<file path="src/rtl/time_unit_counter_pkg.sv">
// Shared divisor defaults and speed_sel encoding for the clock datapath counters.
package time_unit_counter_pkg;

  localparam int DIV_REAL_DEF = 50_000_000;
  localparam int DIV_D1_DEF   = 833_334;
  localparam int DIV_D2_DEF   = 13_889;
  localparam int DIV_D3_DEF   = 579;
  localparam int DIV_D4_DEF   = 20;
  localparam int DIV_D5_DEF   = 2;

  localparam logic [2:0] SPD_REAL = 3'd0;
  localparam logic [2:0] SPD_D1   = 3'd1;
  localparam logic [2:0] SPD_D2   = 3'd2;
  localparam logic [2:0] SPD_D3   = 3'd3;
  localparam logic [2:0] SPD_D4   = 3'd4;
  localparam logic [2:0] SPD_D5   = 3'd5;
  localparam int         SPD_COUNT = 8;

endpackage

</file>
<file path="src/rtl/time_unit_counter_tick_prescaler.sv">
// Free-running divider producing one tick every DIV_sel cycles; hold parks it at 0.
module tick_prescaler
  import time_unit_counter_pkg::*;
#(
  parameter int PRE_W    = 26,
  parameter int DIV_REAL = DIV_REAL_DEF,
  parameter int DIV_D1   = DIV_D1_DEF,
  parameter int DIV_D2   = DIV_D2_DEF,
  parameter int DIV_D3   = DIV_D3_DEF,
  parameter int DIV_D4   = DIV_D4_DEF,
  parameter int DIV_D5   = DIV_D5_DEF
) (
  input  logic       clk,
  input  logic       reset,
  input  logic [2:0] speed_sel,
  input  logic       hold,
  output logic       tick
);

  // Indexed by the SPD_* encoding; codes 6 and 7 fall back to real time.
  localparam int DIVS [SPD_COUNT] = '{DIV_REAL, DIV_D1, DIV_D2, DIV_D3,
                                      DIV_D4, DIV_D5, DIV_REAL, DIV_REAL};

  logic [PRE_W-1:0] div_table [SPD_COUNT];
  logic [PRE_W-1:0] div_last;
  logic [PRE_W-1:0] pcnt_reg;

  genvar gi;
  generate
    for (gi = 0; gi < SPD_COUNT; gi++) begin : g_div
      assign div_table[gi] = PRE_W'(DIVS[gi] - 1);
    end
  endgenerate

  assign div_last = div_table[speed_sel];

  // >= rather than == so a switch to a shorter divisor ticks at once instead of running away.
  assign tick = !hold && (pcnt_reg >= div_last);

  always_ff @(posedge clk or negedge reset) begin
    if (!reset)
      pcnt_reg <= '0;
    else if (hold || pcnt_reg >= div_last)
      pcnt_reg <= '0;
    else
      pcnt_reg <= pcnt_reg + PRE_W'(1);
  end

endmodule

</file>
<file path="src/rtl/time_unit_counter.sv">
// Editable wrap-around time unit (sec/min/hour/day/month/year) with run-mode carry output.
module time_unit_counter
  import time_unit_counter_pkg::*;
#(
  parameter int MIN_VAL  = 0,
  parameter int MAX_VAL  = 59,
  parameter int WIDTH    = 7,
  parameter int CHAIN    = 0,
  parameter int PRE_W    = 26,
  parameter int DIV_REAL = DIV_REAL_DEF,
  parameter int DIV_D1   = DIV_D1_DEF,
  parameter int DIV_D2   = DIV_D2_DEF,
  parameter int DIV_D3   = DIV_D3_DEF,
  parameter int DIV_D4   = DIV_D4_DEF,
  parameter int DIV_D5   = DIV_D5_DEF
) (
  input  logic             clk,
  input  logic             reset,
  input  logic [2:0]       speed_sel,
  input  logic             tick_in,
  input  logic             edit_en,
  input  logic             edit_sel,
  input  logic             edit_digit,
  input  logic             key_plus,
  input  logic             key_minus,
  output logic [WIDTH-1:0] value,
  output logic             carry_out
);

  localparam logic [WIDTH-1:0] MIN_W = WIDTH'(MIN_VAL);
  localparam logic [WIDTH-1:0] MAX_W = WIDTH'(MAX_VAL);

  logic [WIDTH-1:0] value_reg, value_next;
  logic             carry_reg, carry_next;
  logic [1:0]       key_reg, key_prev_reg;   // bit 0 = plus, bit 1 = minus
  logic [1:0]       key_fall;
  logic             step;
  logic             edit_go;

  generate
    if (CHAIN == 0) begin : g_pre
      logic pre_tick;
      logic unused_tick_in;
      assign unused_tick_in = tick_in;
      tick_prescaler #(
        .PRE_W(PRE_W), .DIV_REAL(DIV_REAL), .DIV_D1(DIV_D1), .DIV_D2(DIV_D2),
        .DIV_D3(DIV_D3), .DIV_D4(DIV_D4), .DIV_D5(DIV_D5)
      ) u_prescaler (
        .clk       (clk),
        .reset     (reset),
        .speed_sel (speed_sel),
        .hold      (edit_en),
        .tick      (pre_tick)
      );
      assign step = pre_tick && !edit_en;
    end else begin : g_chain
      logic unused_speed_sel;
      assign unused_speed_sel = ^speed_sel;
      assign step = tick_in && !edit_en;
    end
  endgenerate

  // Digit-wise edit with wrap confined to [MIN_VAL, MAX_VAL].
  function automatic logic [WIDTH-1:0] edit_value(input logic [WIDTH-1:0] cur,
                                                  input logic tens, input logic plus);
    int v, t, o, r, top;
    v = int'(cur);
    t = v / 10;
    o = v % 10;
    r = v;
    if (!tens && plus)
      r = (o == 9 || v == MAX_VAL) ? ((10 * t > MIN_VAL) ? 10 * t : MIN_VAL) : v + 1;
    else if (!tens)
      r = (o == 0 || v == MIN_VAL) ? ((10 * t + 9 < MAX_VAL) ? 10 * t + 9 : MAX_VAL) : v - 1;
    else if (plus)
      r = (v + 10 > MAX_VAL) ? ((o > MIN_VAL) ? o : MIN_VAL) : v + 10;
    else begin
      top = 10 * (MAX_VAL / 10) + o;
      if (top > MAX_VAL)
        top = top - 10;
      r = (v - 10 < MIN_VAL) ? top : v - 10;
    end
    return WIDTH'(r);
  endfunction

  assign key_fall = key_prev_reg & ~key_reg;
  // Simultaneous presses cancel out.
  assign edit_go  = edit_en && edit_sel && (key_fall[0] ^ key_fall[1]);

  always_comb begin
    value_next = value_reg;
    carry_next = 1'b0;
    if (edit_en) begin
      if (edit_go)
        value_next = edit_value(value_reg, edit_digit, key_fall[0]);
    end else if (step) begin
      if (value_reg == MAX_W) begin
        value_next = MIN_W;
        carry_next = 1'b1;
      end else begin
        value_next = value_reg + WIDTH'(1);
      end
    end
  end

  always_ff @(posedge clk or negedge reset) begin
    if (!reset) begin
      value_reg    <= MIN_W;
      carry_reg    <= 1'b0;
      key_reg      <= 2'b11;
      key_prev_reg <= 2'b11;
    end else begin
      value_reg    <= value_next;
      carry_reg    <= carry_next;
      key_reg      <= {key_minus, key_plus};
      key_prev_reg <= key_reg;
    end
  end

  assign value     = value_reg;
  assign carry_out = carry_reg;

endmodule

</file>
<file path="config.mk">
export PLATFORM = sky130hd
export DESIGN_NAME = time_unit_counter
export DESIGN_NICKNAME = d
export VERILOG_FILES = /design/src/rtl/time_unit_counter_pkg.sv /design/src/rtl/time_unit_counter_tick_prescaler.sv /design/src/rtl/time_unit_counter.sv
export SDC_FILE = /design/constraint.sdc
export NUM_CORES = 1
export LEC_CHECK = 0
export ABC_AREA = 1
export BUFFER_PORTS_ARGS = -buffer_cell sky130_fd_sc_hd__buf_2
export CAP_MARGIN = 20
export CORE_ASPECT_RATIO = 0.7
export CORE_MARGIN = 5
export CORE_UTILIZATION = 50
export CTS_CLUSTER_DIAMETER = 200
export DETAILED_ROUTE_END_ITERATION = 10
export HOLD_SLACK_MARGIN = 0.03
export PLACE_DENSITY_LB_ADDON = 0.15
export SETUP_SLACK_MARGIN = 0.02
export SYNTH_ARGS = -nofsm -noshare
export SYNTH_HDL_FRONTEND = slang
export SYNTH_SLANG_ARGS = --single-unit
</file>
<file path="constraint.sdc">
create_clock -name clk -period 5.32 [get_ports clk]
set_input_delay 0.266 -clock clk [delete_from_list [all_inputs] [get_ports clk]]
set_output_delay 0.266 -clock clk [all_outputs]
set_load 0.02 [all_outputs]
</file>
==> summary.txt <==
Run status
  – Outcome: complete, no violations

Logic synthesis
  – Compound-Gate Fraction of Synth Area: 0.134
  – #FFs+latches synth: 38
  – Synthesized netlist net count: between 700 and 800
  – Post-synth cell types: 57
  – Mux contribution to synthesized area: 0
  – Ys Warns: 0
  – Post-Synth Adder-Cell Area: 0.130
  – Largest family of logic cells by synthesized area: simple AND/OR/NAND/NOR gates
  – Synthesized area: 4690 sq um
  – Post-Synthesis Cells: 698
  – Synth Area per Inst: about 6.7 sq um
  – Post-synthesis simple-gate area fraction: 0.388
  – Sequential area share after synthesis: 0.204
  – Post-synthesis xor/xnor area fraction: 0.0392

Layout
  – Fin nets: between 700 and 800
  – Layout cells sized above 1: 0.152
  – Fillers: just under 900
  – Ant diodes: 0
  – Fin cells: around 840
  – Max FFs per register: 26
  – Area delta synth->final: 9.07%

Route
  – Top sig layer: met4
  – Met3 Routed Length: 1.06 mm
  – DRT Pass-1 Iters: 6
  – Wirelength per Cell: 15.3 um
  – WL final: 12.9 mm
  – DR vias/cell: roughly 5.5
  – Post-route ant nets: 0
  – DRC: 0
  – Met2 Routed Length: approximately 5.0 mm
  – Vias post-DR: 4676
  – Drt initial violations: roughly 510
  – M1 WL: 6.81 mm

CTS
  – Clock sink count: 38
  – H-tree Lvls: 2
  – Post-CTS sizing: 0
  – Clock root buffer: clkbuf_16
  – CTS tree: done
  – Hold buffer count at CTS: 0
  – # Post-CTS Setup Buffers: 0
  – Worst-case clock buffer depth: 2
  – CTS buffer count: 5
  – Clk slew on worst S/H paths: roughly 0.06 ns
  – Clk Latency, worst-skew pair: ~0.29 ns

Flow run
  – Max-cap violations: 0

Timing
  – Post-route setup slack: approximately 0.42 ns
  – Final Cycle Share: 0.922
  – Slew HR: 0.404
  – Skew final: between 0.002 and 0.0025 ns
  – Hold violation count in the final report: 0
  – Setup violators final: 0
  – Final Max Tran Viols: 0
  – Unrepaired setup endpoints after global routing: no
  – Fin Setup TNS: 0 ns
  – Actual slew at the worst max-slew pin: about 0.9 ns
  – Final min period: a little under 5 ns
  – Fmax: 204 MHz

GRT
  – Grt total ovfl: 0
  – Initial antenna violation count: 0
  – GRT Total Usage: 0.228
  – Largest net degree at the start of global routing: 39
  – First-pass GRT wire length: 21.7 mm
  – Number of global-route vias before repair: about 4400

Setup path
  – Critical Path End Type: flop
  – Startpoint Class: flop
  – Kind of critical path: flop to flop
  – CP arrival: between 5 and 6 ns
  – CP startpoint: value[4]
  – Crit Reg-Reg Endpoint: value[4]
  – CP max FO: 7
  – RR Startpoint: value[4]
  – R2r setup slk: about 0.42 ns
  – CP Data Required Time: 5.54 ns
  – Crit-path slowest cell: fa_1
  – Slowest stage delay, CP: around 0.5 ns
  – Worst-case reg-to-reg path depth: 28

Placed design
  – Place WS: 0.432 ns
  – # placed instances: around 840
  – HPWL after DPL: ~10 mm
  – GP Congestion: 0.971
  – PortBufs: 17

Floorplan
  – Core area: ~9100 sq um
  – Io pins: 19
  – Chip Height: ~91 um
  – Starting Density: 0.515
  – Std cell rows: 29
  – Area of the die: ~11000 sq um
  – Die Width: 126 um

Worst hold path
  – Hold Crit Depth: 1
  – Hold Path Class: primary input to flop
  – Hold Path Sink: key_reg[0]
  – Hold Crit Start: key_plus
==> synthesized netlist by cell type, drive strengths merged <==
cell type,count,area [sq um]
nor2,83,359
and3,2,12.5
nor4,4,25.0
dfrtp,34,851
o2111ai,1,8.76
a22oi,5,47.5
dfstp,4,105
o211ai,4,35.0
o31ai,1,7.51
a21oi,36,184
clkinv,2,8.75
o21ai,40,215
ha,47,588
fa,1,20.0
o211a,1,10.0
xor2,14,123
a211oi,3,22.5
or3b,1,8.76
nand3,54,345
xnor2,7,61.3
nand4,19,140
o221ai,2,17.5
or2,4,25.0
buf,7,62.6
o21bai,2,15.0
a31oi,7,43.8
nand2,174,743
a21o,1,7.51
nor3b,7,52.6
a221oi,1,8.76
clkbuf,6,22.5
o22ai,1,6.26
nor3,18,101
nand3b,1,7.51
inv,104,398
==> stage by stage <==
step	utilization	area, sq um	hold slack (ns)
floorplan	-	4690	-0.0296
global route	0.562	5110	0.0664
finish	0.562	5110	0.0742
global placement	0.539	4910	0.356
CTS	0.561	5110	0.0669
detailed placement	0.539	4910	0.356
==> worst max-delay path by stage <==
stage / endpoint / slack, ns / cells past startpoint
after floorplan: value[2] / 0.76 / 30
after global placement: value[1] / 0.55 / 28
after detailed placement: value[1] / 0.43 / 28
after CTS: value[1] / 0.41 / 28
after global routing: value[1] / 0.05 / 31
final: value[4] / 0.42 / 28
==> critical path, delay by kind of cell (launching register included) <==
| kind | cells | cell delay [ns] |
|---|---|---|
| adders and majority gates | 4 | 1.17 |
| xor gates and xnor gates | 1 | 0.22 |
| AOI/OAI and AO/OA | 5 | 0.91 |
| DFF | 1 | 0.42 |
| buffers and inverters | 4 | 0.31 |
| and+or+nand+nor | 14 | 1.78 |
==> per-layer routing <==
metal / up-vias / GRT usage
met2: 171 / 0.312
met1: 2150 / 0.366
met4: 0 / 0.0384
met5: - / 0
li1: 2347 / -
met3: 8 / 0.0469
==> layout by cell type, fill, tap and decap left out, types with 4 or more instances in the layout <==
cell	count
nor3b_1	7
xnor2_1	7
nand3_4	4
nand3_1	45
dfstp_2	4
nand2_2	21
nor2_4	6
ha_1	47
inv_1	90
nand4_1	17
nor2_1	76
buf_4	9
clkbuf_16	5
nor4_1	4
a21oi_1	34
dfrtp_1	34
o21ai_0	28
a31oi_1	7
nand2_1	148
buf_2	17
nand3_2	5
nand2_4	5
inv_2	12
xor2_1	14
o21ai_1	10
nor3_1	16
==> final cells by class <==
type	instances	area [sq um]	share of cell area
Sequential cell	38	956	0.187
Inverter	106	407	0.0795
Clock buffer	5	125	0.0245
Multi-Input combinational cell	541	3250	0.636
Timing Repair Buffer	26	153	0.0298
Tap cell	124	155	0.0303
Clock inverter	3	68.8	0.0135
==> kinds of logic (layout without fill, tap and decap cells) <==
group                    after synthesis  count (layout)
AND/OR/NAND/NOR                      367             367
buffers and inverters                119             140
AO/OA/AOI/OAI                        105             105
adder cells (fa/ha/maj)               48              48
flip-flops                            38              38
XOR/XNOR                              21              21
Power is left out: the tool's default activity adds up to more than one toggle a clock period on the data nets, which glitch-free logic cannot reach.
